<file path="config.mk">
export PLATFORM = sky130hd
export DESIGN_NAME = keypad_enc
export DESIGN_NICKNAME = d
export VERILOG_FILES = /design/src/rtl/simon_pkg.sv /design/src/rtl/keypad_debounce.sv /design/src/rtl/keypad_enc.sv
export SDC_FILE = /design/constraint.sdc
export NUM_CORES = 1
export LEC_CHECK = 0
export CAP_MARGIN = 20
export CORE_ASPECT_RATIO = 1.5
export CORE_MARGIN = 3
export CORE_UTILIZATION = 30
export CTS_CLUSTER_SIZE = 8
export DETAILED_ROUTE_END_ITERATION = 12
export HOLD_SLACK_MARGIN = 0.03
export PLACE_DENSITY = 0.49
export SYNTH_ARGS = -nofsm -noshare
export SYNTH_HDL_FRONTEND = slang
export SYNTH_SLANG_ARGS = --single-unit
</file>
<file path="constraint.sdc">
create_clock -name hz100 -period 3.6 [get_ports hz100]
set_input_delay 0.54 -clock hz100 [delete_from_list [all_inputs] [get_ports hz100]]
set_output_delay 0.54 -clock hz100 [all_outputs]
set_load 0.1 [all_outputs]
</file>
<file path="src/rtl/simon_pkg.sv">
// Shared types and key codes for the Simon game datapath.
// Contents:
//   key_code_t   - 5-bit code space shared with the extended 7-segment decoder
//   KEY_*        - colour-key codes (0x10-0x13) and the "no key" marker
//   kenc_state_t - keypad encoder FSM states
package simon_pkg;

    typedef logic [4:0] key_code_t;

    localparam key_code_t KEY_RED  = 5'h10;
    localparam key_code_t KEY_GRN  = 5'h11;
    localparam key_code_t KEY_BLU  = 5'h12;
    localparam key_code_t KEY_YEL  = 5'h13;
    localparam key_code_t KEY_NONE = 5'h1F;

    typedef enum logic {
        IDLE = 1'b0,
        HELD = 1'b1
    } kenc_state_t;

endpackage

</file>
<file path="src/rtl/keypad_debounce.sv">
// Two-flop synchroniser followed by a whole-vector debounce filter.
// The debounced vector only changes after the synchronised vector has been
// identical for DEBOUNCE consecutive edges; any change restarts the window.
// Ports:
//   i_clk - clock, rising edge
//   i_rst - asynchronous active-high reset
//   i_pb  - raw asynchronous button vector
//   o_deb - debounced button vector
module keypad_debounce #(
    parameter int unsigned N        = 20,
    parameter int unsigned DEBOUNCE = 3
) (
    input  logic         i_clk,
    input  logic         i_rst,
    input  logic [N-1:0] i_pb,
    output logic [N-1:0] o_deb
);

    localparam int unsigned      CNT_W   = (DEBOUNCE > 1) ? $clog2(DEBOUNCE) : 1;
    localparam logic [CNT_W-1:0] CNT_MAX = CNT_W'(DEBOUNCE - 1);

    logic [N-1:0]     r_sync1;
    logic [N-1:0]     r_sync2;
    logic [N-1:0]     r_cand;
    logic [N-1:0]     r_deb;
    logic [CNT_W-1:0] r_cnt;

    always_ff @(posedge i_clk or posedge i_rst) begin
        if (i_rst) begin
            r_sync1 <= '0;
            r_sync2 <= '0;
            r_cand  <= '0;
            r_deb   <= '0;
            r_cnt   <= '0;
        end else begin
            r_sync1 <= i_pb;
            r_sync2 <= r_sync1;
            if (r_sync2 != r_cand) begin
                r_cand <= r_sync2;
                r_cnt  <= '0;
            end else if (r_cnt == CNT_MAX) begin
                // Counter saturates here; deb keeps tracking the stable candidate.
                r_deb <= r_cand;
            end else begin
                r_cnt <= r_cnt + CNT_W'(1);
            end
        end
    end

    assign o_deb = r_deb;

endmodule

</file>
<file path="src/rtl/keypad_enc.sv">
// Keypad encoder: debounces the push-button vector, priority-encodes the
// lowest pressed key and emits one strobe per accepted press.
// Ports:
//   hz100  - system clock, rising edge
//   reset  - asynchronous active-high reset
//   enable - gates acceptance of new presses
//   pb     - raw asynchronous active-high buttons, key i -> code i
//   code   - code of the last accepted press, held until the next one
//   strobe - one-cycle pulse concurrent with a new code
//   held   - high while the accepted press is still down (FSM in HELD)
//   multi  - registered, more than one debounced key down
module keypad_enc
    import simon_pkg::*;
#(
    parameter int unsigned N_KEYS   = 20,
    parameter int unsigned DEBOUNCE = 3
) (
    input  logic              hz100,
    input  logic              reset,
    input  logic              enable,
    input  logic [N_KEYS-1:0] pb,
    output logic [4:0]        code,
    output logic              strobe,
    output logic              held,
    output logic              multi
);

    logic [N_KEYS-1:0] w_deb;
    logic              w_any;
    logic              w_multi;
    logic              w_accept;
    key_code_t         w_low_idx;
    key_code_t         w_code_next;
    logic              w_strobe_next;
    kenc_state_t       w_state_next;

    kenc_state_t       r_state;
    key_code_t         r_code;
    logic              r_strobe;
    logic              r_multi;

    keypad_debounce #(
        .N        (N_KEYS),
        .DEBOUNCE (DEBOUNCE)
    ) u_debounce (
        .i_clk (hz100),
        .i_rst (reset),
        .i_pb  (pb),
        .o_deb (w_deb)
    );

    assign w_any   = |w_deb;
    // Clearing the lowest set bit leaves something only if two or more were set.
    assign w_multi = |(w_deb & (w_deb - N_KEYS'(1)));

    // Descending scan so the lowest set index is the last one written.
    always_comb begin
        w_low_idx = '0;
        for (int i = N_KEYS - 1; i >= 0; i--) begin
            if (w_deb[i]) begin
                w_low_idx = key_code_t'(i);
            end
        end
    end

    // State register
    always_ff @(posedge hz100 or posedge reset) begin
        if (reset) begin
            r_state <= IDLE;
        end else begin
            r_state <= w_state_next;
        end
    end

    // Next-state logic
    always_comb begin
        w_state_next = r_state;
        unique case (r_state)
            IDLE: begin
                if (w_any && enable) begin
                    w_state_next = HELD;
                end
            end
            HELD: begin
                if (!w_any) begin
                    w_state_next = IDLE;
                end
            end
            default: w_state_next = IDLE;
        endcase
    end

    // Output logic (next values of the registered outputs)
    always_comb begin
        w_accept      = (r_state == IDLE) && w_any && enable;
        w_strobe_next = w_accept;
        w_code_next   = w_accept ? w_low_idx : r_code;
    end

    always_ff @(posedge hz100 or posedge reset) begin
        if (reset) begin
            r_code   <= '0;
            r_strobe <= 1'b0;
            r_multi  <= 1'b0;
        end else begin
            r_code   <= w_code_next;
            r_strobe <= w_strobe_next;
            r_multi  <= w_multi;
        end
    end

    assign code   = r_code;
    assign strobe = r_strobe;
    assign held   = (r_state == HELD);
    assign multi  = r_multi;

endmodule

</file>
=== After elaboration in Yosys (flattened, before gate mapping) ===
Index checks and enable logic that the tools add are counted.

* Flip-flop bits (word level): 90
* Input port bits: 23
* Output and inout port bits: 8
* Word-level logic and storage cells: 48

* Add/sub/neg operators: 2
* Equal/unequal tests: 3
* Multiplexer cells: 25
* Bitwise operators: 3
* Reduce and logical (&&, ||, !) cells: 6

{| class="wikitable"
|+ Operators by type and width
! cell !! number
|-
| 5-bit 2-to-1 mux || 20
|-
| 20-bit OR reduction || 2
|-
| 20-bit bitwise AND || 1
|-
| 20-bit != test || 1
|-
| 20-bit by 1-bit subtractor with 20-bit output (second input constant) || 1
|-
| 2-bit 2-to-1 mux || 2
|-
| 1-bit logical AND || 3
|-
| 2-bit by 1-bit adder with 2-bit output (second input constant) || 1
|-
| 2-bit == test (second input constant) || 1
|-
| 1-bit 2-to-1 mux || 2
|-
| 2-bit by 1-bit != test with 1-bit output (second input constant) || 1
|-
| 1-bit NOT || 2
|-
| 1-bit one-hot mux with 2 select lines || 1
|-
| 2-bit AND reduction || 1
|}

=== Longest topological paths before layout ===
Gate-level depths: netlist of run 1.

* Depth after elaboration: 20
* Gate-level depth with buffers: 6

=== By module ===
Synthesis of run 1 repeated with hierarchy kept, for this count alone.

* Cells, all modules: 251
* Area, all modules: 3425.8 µm²

{| class="wikitable"
|+ By module, submodules not included
! module !! times used !! cells an instance !! area an instance (µm²) !! sequential area each (µm²)
|-
| keypad_debounce || 1 || 161 || 2728.9 || 2052.0
|-
| keypad_enc || 1 || 90 || 696.9 || 200.2
|}

=== Worst setup path before layout of run 1 ===
OpenSTA, ideal clock, no wires.

* Kind: flip-flop to flip-flop
* From: register u_debounce.r_deb[12] (netlist: u_debounce.o_deb[12])
* To: register r_multi (netlist: multi)
* Setup time: 0.139 ns
* Arrival time: 1.956 ns
* Required time: 3.461 ns
* Setup slack: 1.506 ns
* Cell stages (with the launch flop): 6
* Buffers on the path: 0
* Clock period less this slack: 2.094 ns
* Cells stage by stage: dfrtp_1 -> or4_4 -> maj3_2 -> o21ai_1 -> o2111ai_1 -> or4_1

* Cells in the longest elaborated chain, start to end: 3

{| class="wikitable"
|+ RTL lines
! item !! RTL line !! text
|-
| start, declared || keypad_debounce.sv:25 || <nowiki>logic [N-1:0] r_deb;</nowiki>
|-
| start signal, assigned || keypad_debounce.sv:43 || <nowiki>r_deb <= r_cand;</nowiki>
|-
| 20-bit by 1-bit subtractor with 20-bit output || keypad_enc.sv:54 || <nowiki>assign w_multi = |(w_deb & (w_deb - N_KEYS'(1)));</nowiki>
|-
| 20-bit bitwise AND (*) || keypad_enc.sv:54 ||
|-
| 20-bit OR reduction (*) || keypad_enc.sv:54 ||
|-
| via w_multi || keypad_enc.sv:30 || <nowiki>logic w_multi;</nowiki>
|-
| end signal, assigned || keypad_enc.sv:108 || <nowiki>r_multi <= w_multi;</nowiki>
|-
| end, declared || keypad_enc.sv:40 || <nowiki>logic r_multi;</nowiki>
|}

The timed path passes the listed nets; every way through them passes the cells marked *.
A chain may end at the register's enable or synchronous reset.

=== Worst setup path in the final report of run 1 ===
* From: register r_state (netlist: held)
* To: output held

{| class="wikitable"
|+ RTL lines
! item !! RTL line !! text
|-
| start, declared || keypad_enc.sv:37 || <nowiki>kenc_state_t r_state;</nowiki>
|-
| start signal, assigned || keypad_enc.sv:71 || <nowiki>r_state <= w_state_next;</nowiki>
|-
| end, declared || keypad_enc.sv:24 || <nowiki>output logic held,</nowiki>
|}

No word-level cell between the ends.

==> impl_metrics.yaml, run 1 <==
synthesis:
  synth_xor_area_share_pct: 5.55
  synthesis.instances: 246
  synth_compound_area_share_pct: 7.03
  synth.avg_cell_area_sq_um: 13.5
  synthTopCellsByArea: "dfrtp_1 (68%), mux2_2 (6.8%), xnor2_1 (3.2%)"
  syn_area_sq_mm: 0.00331
  synthSimpleGateAreaFrac_pct: 8.31
  synth.distinct_cells: 39
  synth_adder_area_share_pct: 1.02
  yosys_register_bits: 90
  postSynthNetCount: 270
  seq_area_frac_synth_pct: 68.0
  synth.mux.area_fraction_pct: 6.80
  yosysTopAreaCell: "dfrtp_1"
  synth_top_family_by_area: "simple AND/OR/NAND/NOR gates"
  yosysWarnings: 0
  synth_top_area_share_pct: 68.0
timing:
  hold_ws_ps: 346
  setup_violations: 0
  hold_viol_final: 0
  tightest_slew_ps: 963
  setup_slack_ps: 1230
  fin_crit_sh_pct: 65.8
  fin_skew_ps: 5.06
  grt_setup_unrepaired: "false"
  final.min_clock_period_ps: 2370
  timing.fmax_mhz: 422
  maxSlewViolCount: 0
  relSlewSlack_pct: 35.6
  fin_tns_setup_ps: 0
placement:
  dpl.hpwl_um: 3760
  place_congestion: 0.814
  place_ws_ps: 1320
  port_buffers: 30
die:
  die_x_um: 91.8
  row_count: 46
  io_pins: 31
  initial_core_util_pct: 30.9
  core_area_sq_mm: 0.0107
  dieArea_sq_mm: 0.0124
  die_h_um: 135
grt:
  grt_max_degree: 47
  grt.overflow.total: 0
  grt_pass1_wl_um: 9370
  antenna_found_initial: 0
  grt_usage_pct: 10.0
  grt_pass1_vias: 1896
power_and_ir_drop:
  comb_power_share_pct: 3.3
  seqPwrFrac_pct: 53.0
  power_frac_clock_pct: 43.7
  p_sw_uw: 398
  vdd_drop_max_uv: 205
  p_per_area_mw_per_mm2: 500
  p_int_mw: 1.61
  swShare_pct: 19.8
  leakage_nw: 1.79
finish:
  fin_nets: 290
  syn_to_final_growth_pct: 21.0
  final_common_cell: "dfrtp_1"
  n_antenna_cell: 0
  fillCellCount: 1065
  drive_above_1_share_pct: 15.2
  multi_input_area_sq_um: 951
  final_cell_mix: "dfrtp_1 (90), clkdlybuf4s50_1 (30), mux2_2 (20)"
  seq_area_sq_mm: 0.00225
worst_setup_path:
  cp.arrival_ps: 1830
  critPathMaxFanout: 3
  cp_slowest_cell: "clkdlybuf4s50_1"
  crit_chain: "clkdlybuf4s50_1"
  cpLargestDelayFamily: "buffers and inverters"
  crit_required_ps: 3060
  end_kind: "primary output"
  critPathBufInv: 1
  path_class: "reg -> out"
  slowest_delay_ps: 1140
  startpoint_type: "flop"
routing:
  wl_um: 5400
  dr.pass1.iters: 4
  dr_wl_met3_um: 263
  vias: 1824
  drt-met1-wl_um: 2300
  drtIter0Drc: 109
  drt-vias-per-instance: 4.42
  detail-route-antenna-nets: 0
  wl_met2_um: 2690
  wl_per_cell_um: 13.1
  top_layer_used: "met4"
  drcViolationCount: 0
cts:
  ctsHoldBuffers: 0
  cts_setup_buffers: 0
  cts_resized: 0
  clk_latency_ps: 330
  cts.path.max_buffers: 2
  cts_sinks: 90
  cts_tree: "built"
  numCtsBuffers: 9
  h-tree-depth: 3
  root_buffer: "clkbuf_16"
  clk_pin_slew_ps: 60
run:
  max_cap_violations: 0
outcome:
  outcome: "finished, final reports clean"
hold_path:
  hold_class: "reg -> reg"
-- power groups by stage --
stage                     Sequential [mW]  Clock, mW  Combinational, mW
after floorplan                      1.08          0             0.0401
after global placement               1.08          0             0.0687
after detailed placement             1.08          0             0.0687
after CTS                            1.06      0.908             0.0692
after global routing                 1.07      0.960             0.0749
final                                1.06      0.876             0.0661
-- kinds of logic after synthesis --
kind of cell / Yosys count
AOI/OAI and AO/OA: 33
xor gates and xnor gates: 21
adders and majority gates: 3
buffers and inverters: 29
DFF: 90
muxes: 20
and+or+nand+nor: 50
-- path summary, 6_finish.rpt --
check | startpoint | cells after the start | slack, ps | endpoint
min in group asynchronous | reset | 2 | 660 | u_debounce.r_sync1[19]
min reg2reg | u_debounce.r_sync1[18] | 0 | 350 | u_debounce.r_sync2[18]
max reg2reg | u_debounce.o_deb[0] | 5 | 1290 | multi
max in group asynchronous | reset | 3 | 2260 | u_debounce.r_sync1[11]
max | held | 1 | 1230 | held
min | u_debounce.r_sync1[18] | 0 | 350 | u_debounce.r_sync2[18]
-- cell usage after synthesis --
master and count:
a221oi_1 1, a2111oi_0 2, mux2_2 20, o21a_1 1
nand4_1 5, o31ai_1 5, nand2_1 7, maj3_2 1
o31a_1 2, nand2b_1 1, inv_1 6, o21ai_0 1
xor2_1 9, nor4_1 4, dfrtp_1 90, nand4b_1 1
xnor2_1 12, nor2b_1 2, nor3_1 5, and2b_2 1
o311ai_0 1, o22a_1 1, o21ai_1 2, nor4_2 2
o41ai_1 1, a21o_1 1, o2111ai_1 2, clkbuf_1 23
nor2_1 15, or4_1 3, maj3_1 1, nand3_1 2
a21boi_0 1, ha_1 1, a21oi_1 9, or4_4 1
a211oi_1 2, o32a_1 1, or3_1 1
-- per-layer routing --
metal	vias to the layer above	global-route usage [%]
li1	890	-
met1	881	11.7
met2	43	16.0
met3	10	3.40
met4	0	5.95
met5	-	0
-- state kept, by name, indices dropped and copies added (netlist names) --
register            count
held                    1
u_debounce.o_deb       20
u_debounce.r_cnt        2
multi                   1
u_debounce.r_cand      20
strobe                  1
u_debounce.r_sync2     20
code                    5
u_debounce.r_sync1     20
-- area by class of cell --
type                            count  area share, %
Multi-Input combinational cell    127           23.7
Clock buffer                       10           5.71
Sequential cell                    90           56.2
Tap cell                          144           4.49
Timing Repair Buffer               32           8.18
Clock inverter                      4           1.12
Inverter                            6          0.593
-- metrics by stage --
step | instances | util (%) | area (sq um) | power, mW
after floorplan | 246 | - | 3310 | 1.12
after global placement | 399 | 34.9 | 3730 | 1.15
after detailed placement | 399 | 34.9 | 3730 | 1.15
after CTS | 413 | 37.4 | 4010 | 2.04
after global routing | 413 | 37.4 | 4010 | 2.10
final | 413 | 37.4 | 4010 | 2.01
Note: power is estimated with default switching activity, not from simulation.
==> run 2, diff against run 1 <==
- PLACE_DENSITY: 0.49 -> 0.51
- clock period: 3.6 -> 1.9 ns (I/O delays scaled with it)
==> run 2 against run 1 <==
The flow now finishes with violations (setup timing). Core utilization is 3.6 points higher. Design area grew 9.6%. Sequential cell count unchanged.
==> impl_metrics.yaml, run 2 (same netlist as run 1, synthesis figures left out) <==
outcome:
  outcome: "finished with violations"
  violations: "setup timing"
finish:
  layoutNonFillerInstCount: 451
  final_common_cell: "dfrtp_1"
  syn_to_final_growth_pct: 32.6
  drive_above_1_share_pct: 31.9
  final_cell_mix: "dfrtp_1 (89), buf_4 (40), clkdlybuf4s50_1 (22)"
  fin_nets: 326
  n_antenna_cell: 0
grt:
  grt_pass1_vias: 2143
  met2_usage_pct: 19.9
  top_usage_layer: "met2"
  grt_max_degree: 36
  grt_pass1_wl_um: 11000
  antenna_found_initial: 0
  grt_usage_pct: 11.8
  grt.overflow.total: 0
  grt_use_met3_pct: 3.23
  met1_usage_pct: 13.2
timing:
  final.min_clock_period_ps: 2030
  maxSlewViolCount: 0
  grt_setup_unrepaired: "true"
  setup_violations: 1
  timing.fmax_mhz: 493
  fin_crit_sh_pct: 107
  hold_viol_final: 0
  relSlewSlack_pct: 67.3
  fin_tns_setup_ps: -129
  fin_skew_ps: 8.21
  setup_slack_ps: -129
  tightest_slew_ps: 485
cts:
  h-tree-depth: 3
  root_buffer: "clkbuf_16"
  ctsHoldBuffers: 0
  cts_sinks: 90
  clk_latency_ps: 340
  cts_tree: "built"
  cts.path.max_buffers: 2
  clk_pin_slew_ps: 70
  numCtsBuffers: 9
power_and_ir_drop:
  vdd_drop_max_uv: 447
  p_per_area_mw_per_mm2: 921
  finalPower_mw: 4.05
  leakage_nw: 2.02
die:
  io_pins: 31
  row_count: 46
  initial_core_util_pct: 30.9
  die_x_um: 91.8
  dieArea_sq_mm: 0.0124
  core_area_sq_mm: 0.0107
  die_h_um: 135
worst_setup_path:
  startpoint_type: "flop"
  path_class: "reg -> reg"
  cp.arrival_ps: 2240
  reg2reg_from: "u_debounce.o_deb[3]"
  cp_slowest_cell: "or4_4"
  crit_start: "u_debounce.o_deb[3]"
  end_kind: "flop"
  crit_chain: "or4_4, or3_1, o21ai_1, a21oi_1, or4_1"
  critPathMaxFanout: 3
  crit_required_ps: 2110
  cpLargestDelayFamily: "simple AND/OR/NAND/NOR gates"
  slowest_delay_ps: 560
  critPathBufInv: 0
placement:
  dpl.hpwl_um: 4790
  port_buffers: 30
  dp_cells: 433
  place_ws_ps: -130
  place_congestion: 0.808
routing:
  vias: 2014
  drt-vias-per-instance: 4.47
  drcViolationCount: 0
  detail-route-antenna-nets: 0
  drtIter0Drc: 92
  wl_um: 6440
  wl_per_cell_um: 14.3
  dr.pass1.iters: 6
run:
  max_cap_violations: 0
hold_path:
  hold_class: "in -> async"
-- run 2: final timing paths --
check,end,slack (ps),cells after the start
worst min register to register,u_debounce.r_sync2[5],350,0
worst min-delay path,u_debounce.r_cnt[1],320,2
min in group hz100,u_debounce.r_sync2[5],350,0
worst max-delay path,multi,-130,5
max in group asynchronous,u_debounce.r_sync1[4],1050,3
worst max register to register,multi,-130,5
-- run 2: through the flow --
step	hold slack (ps)	instance area, sq um	util [%]
2_1_floorplan	316	3330	-
3_3_place_gp	332	4000	37.4
3_5_place_dp	335	4000	37.4
4_1_cts	328	4340	40.5
5_1_grt	343	4390	41.0
6_report	323	4390	41.0
-- run 2: metal layers --
metal | routed length (um) | share of wire, %
met1 | 2590 | 40
met2 | 3420 | 53
met3 | 222 | 3.4
met4 | 214 | 3.3
met5 | 0 | 0
-- run 2: final cells by class --
| class | instances | area, sq um |
|---|---|---|
| clock inverter | 5 | 77.6 |
| tap | 144 | 180 |
| fill | 1054 | 6310 |
| clock buffer | 11 | 243 |
| timing repair buffer | 68 | 606 |
| inverter | 6 | 26.3 |
| sequential | 90 | 2250 |
| multi-input combinational | 127 | 1010 |
-- run 2: worst reg2reg max path, delay by kind of cell, from the launching register on --
family	cells	cell delay, ps
flip-flops	1	400
AND/OR/NAND/NOR	3	1360
AO/OA/AOI/OAI	2	160
-- run 2: report_power, final --
group	total [mW]	internal, mW	switching, mW
Combinational	0.143	0.0806	0.0629
Clock	1.89	1.18	0.702
Sequential	2.02	1.98	0.0357
-- run 2: repair_timing --
action,CTS,global route
buffers inserted,1,1
endpoints found under the setup margin,5,25
pin swaps,2,3
endpoints found under the hold margin,0,0
gates resized for setup,3,12
==> run 3, diff against run 2 <==
- PLACE_DENSITY: 0.51 -> 0.49
- clock period: 1.9 -> 2.5 ns (I/O delays scaled with it)
==> run 3 against run 2 <==
The run now ends clean. Cell count is 6.9% lower. Non-clock buffer count is 31 lower. Global-route usage is 1.6 points lower. Sequential share of layout area is 4.4 points higher. Worst hold slack better by 24 ps. Clock skew is 4.1 ps lower. First-iteration DRC count is 17% lower. Fmax is 9.1% lower. Sequential cell count stayed put.
==> impl_metrics.yaml, run 3 (same netlist as run 1, synthesis figures left out) <==
power_and_ir_drop:
  p_per_area_mw_per_mm2: 717
  p_int_mw: 2.33
  power_frac_clock_pct: 43.7
  comb_power_share_pct: 3.4
  swShare_pct: 19.5
  seqPwrFrac_pct: 52.9
  vdd_drop_max_uv: 363
  leakage_nw: 1.83
  finalPower_mw: 2.90
  p_sw_uw: 563
worst_setup_path:
  crit_start: "u_debounce.o_deb[0]"
  startpoint_type: "flop"
  crit_required_ps: 2700
  end_kind: "flop"
  cp.arrival_ps: 2430
  path_class: "reg -> reg"
  critPathMaxFanout: 6
  reg2reg_from: "u_debounce.o_deb[0]"
finish:
  fillCellCount: 1039
  finalInstanceArea_sq_mm: 0.00404
  final_cell_mix: "dfrtp_1 (90), clkdlybuf4s50_1 (22), mux2_2 (20)"
  drive_above_1_share_pct: 19.6
  fin_nets: 295
  n_antenna_cell: 0
  final_common_cell: "dfrtp_1"
  syn_to_final_growth_pct: 22.0
hold_path:
  hold_class: "reg -> reg"
  hp-start: "u_debounce.r_sync1[9]"
timing:
  fin_crit_sh_pct: 89.3
  tightest_slew_ps: 545
  hold_viol_final: 0
  fin_skew_ps: 4.12
  maxSlewViolCount: 0
  final.min_clock_period_ps: 2230
  grt_setup_unrepaired: "false"
  relSlewSlack_pct: 62.7
  fin_tns_setup_ps: 0
  timing.fmax_mhz: 448
  setup_violations: 0
grt:
  grt_pass1_vias: 1943
  grt_pass1_wl_um: 9620
  grt_usage_pct: 10.2
  antenna_found_initial: 0
  grt.overflow.total: 0
  grt_max_degree: 45
routing:
  dr.pass1.iters: 4
  drcViolationCount: 0
  wl_per_cell_um: 13.1
  drtIter0Drc: 76
  wl_um: 5480
  detail-route-antenna-nets: 0
  vias: 1890
  drt-vias-per-instance: 4.50
outcome:
  outcome: "finished, final reports clean"
cts:
  root_buffer: "clkbuf_16"
  numCtsBuffers: 9
  clk_pin_slew_ps: 60
  cts_tree: "built"
  clk_latency_ps: 330
  cts_sinks: 90
  h-tree-depth: 3
  cts.path.max_buffers: 2
die:
  die_x_um: 91.8
  initial_core_util_pct: 30.9
  dieArea_sq_mm: 0.0124
  io_pins: 31
  die_h_um: 135
  row_count: 46
  core_area_sq_mm: 0.0107
placement:
  port_buffers: 30
  dpl.hpwl_um: 3870
  place_congestion: 0.831
  placed_cell_area_sq_mm: 0.00375
run:
  max_cap_violations: 0
## run 3: cell types whose count changed in the layout (fill, tap and decap cells not counted), moves of 2 or more
cell	change
buf_4	-26
buf_6	-4
clkbuf_1	+3
a2111oi_0	+2
o21ai_2	-2
## run 3: path summary, 6_finish.rpt
kind | to | slack [ps] | cells past startpoint
worst max-delay path | multi | 270 | 5
worst min-delay path | u_debounce.r_sync2[9] | 350 | 0
worst max register to register | multi | 270 | 5
worst min register to register | u_debounce.r_sync2[9] | 350 | 0
max in group asynchronous | multi | 1540 | 3
min in group asynchronous | u_debounce.r_sync2[12] | 380 | 2
## run 3: worst max-delay path, cell delays in order, from the launching register on
cell and delay (ps):
dfrtp_1 450, nor4_2 550, nand2_1 200, o31ai_1 250, o2111ai_1 140, or4_1 520
## run 3: what timing repair did
item | 4_1_cts | 5_1_grt
hold buffers | 0 | 0
endpoints found under the hold margin | 0 | 0
buffers inserted | 0 | 0
gates resized for setup | 0 | 1
setup endpoints to repair | 0 | 1
## run 3: stage by stage
step	hold slack (ps)	cells	utilization [%]	setup WS, ps
4_1_cts	348	420	37.7	108
6_report	347	420	37.8	267
2_1_floorplan	331	246	-	406
3_3_place_gp	332	404	35.1	184
3_5_place_dp	335	404	35.1	132
5_1_grt	355	420	37.8	65.6
## run 3: cell type report
cell class	count	area, sq um	share of cell area, %
Sequential cell	90	2250	55.7
Multi-Input combinational cell	127	957	23.7
Timing Repair Buffer	37	345	8.54
Clock buffer	13	240	5.94
Tap cell	144	180	4.46
Clock inverter	3	40.0	0.991
Inverter	6	26.3	0.650
## run 3: per-layer routing
layer	vias up	GRT usage, %	share of wire, %
li1	906	-	-
met1	921	11.7	41
met2	53	16.3	50
met3	10	3.68	5.7
met4	0	6.12	3.1
met5	-	0	0
## run 3: power groups by stage
stage / combinational, mW / clock [mW] / sequential, mW
2_1_floorplan: 0.0581 / 0 / 1.55
3_3_place_gp: 0.102 / 0 / 1.56
3_5_place_dp: 0.102 / 0 / 1.56
4_1_cts: 0.102 / 1.33 / 1.53
5_1_grt: 0.111 / 1.38 / 1.54
6_report: 0.0980 / 1.27 / 1.53
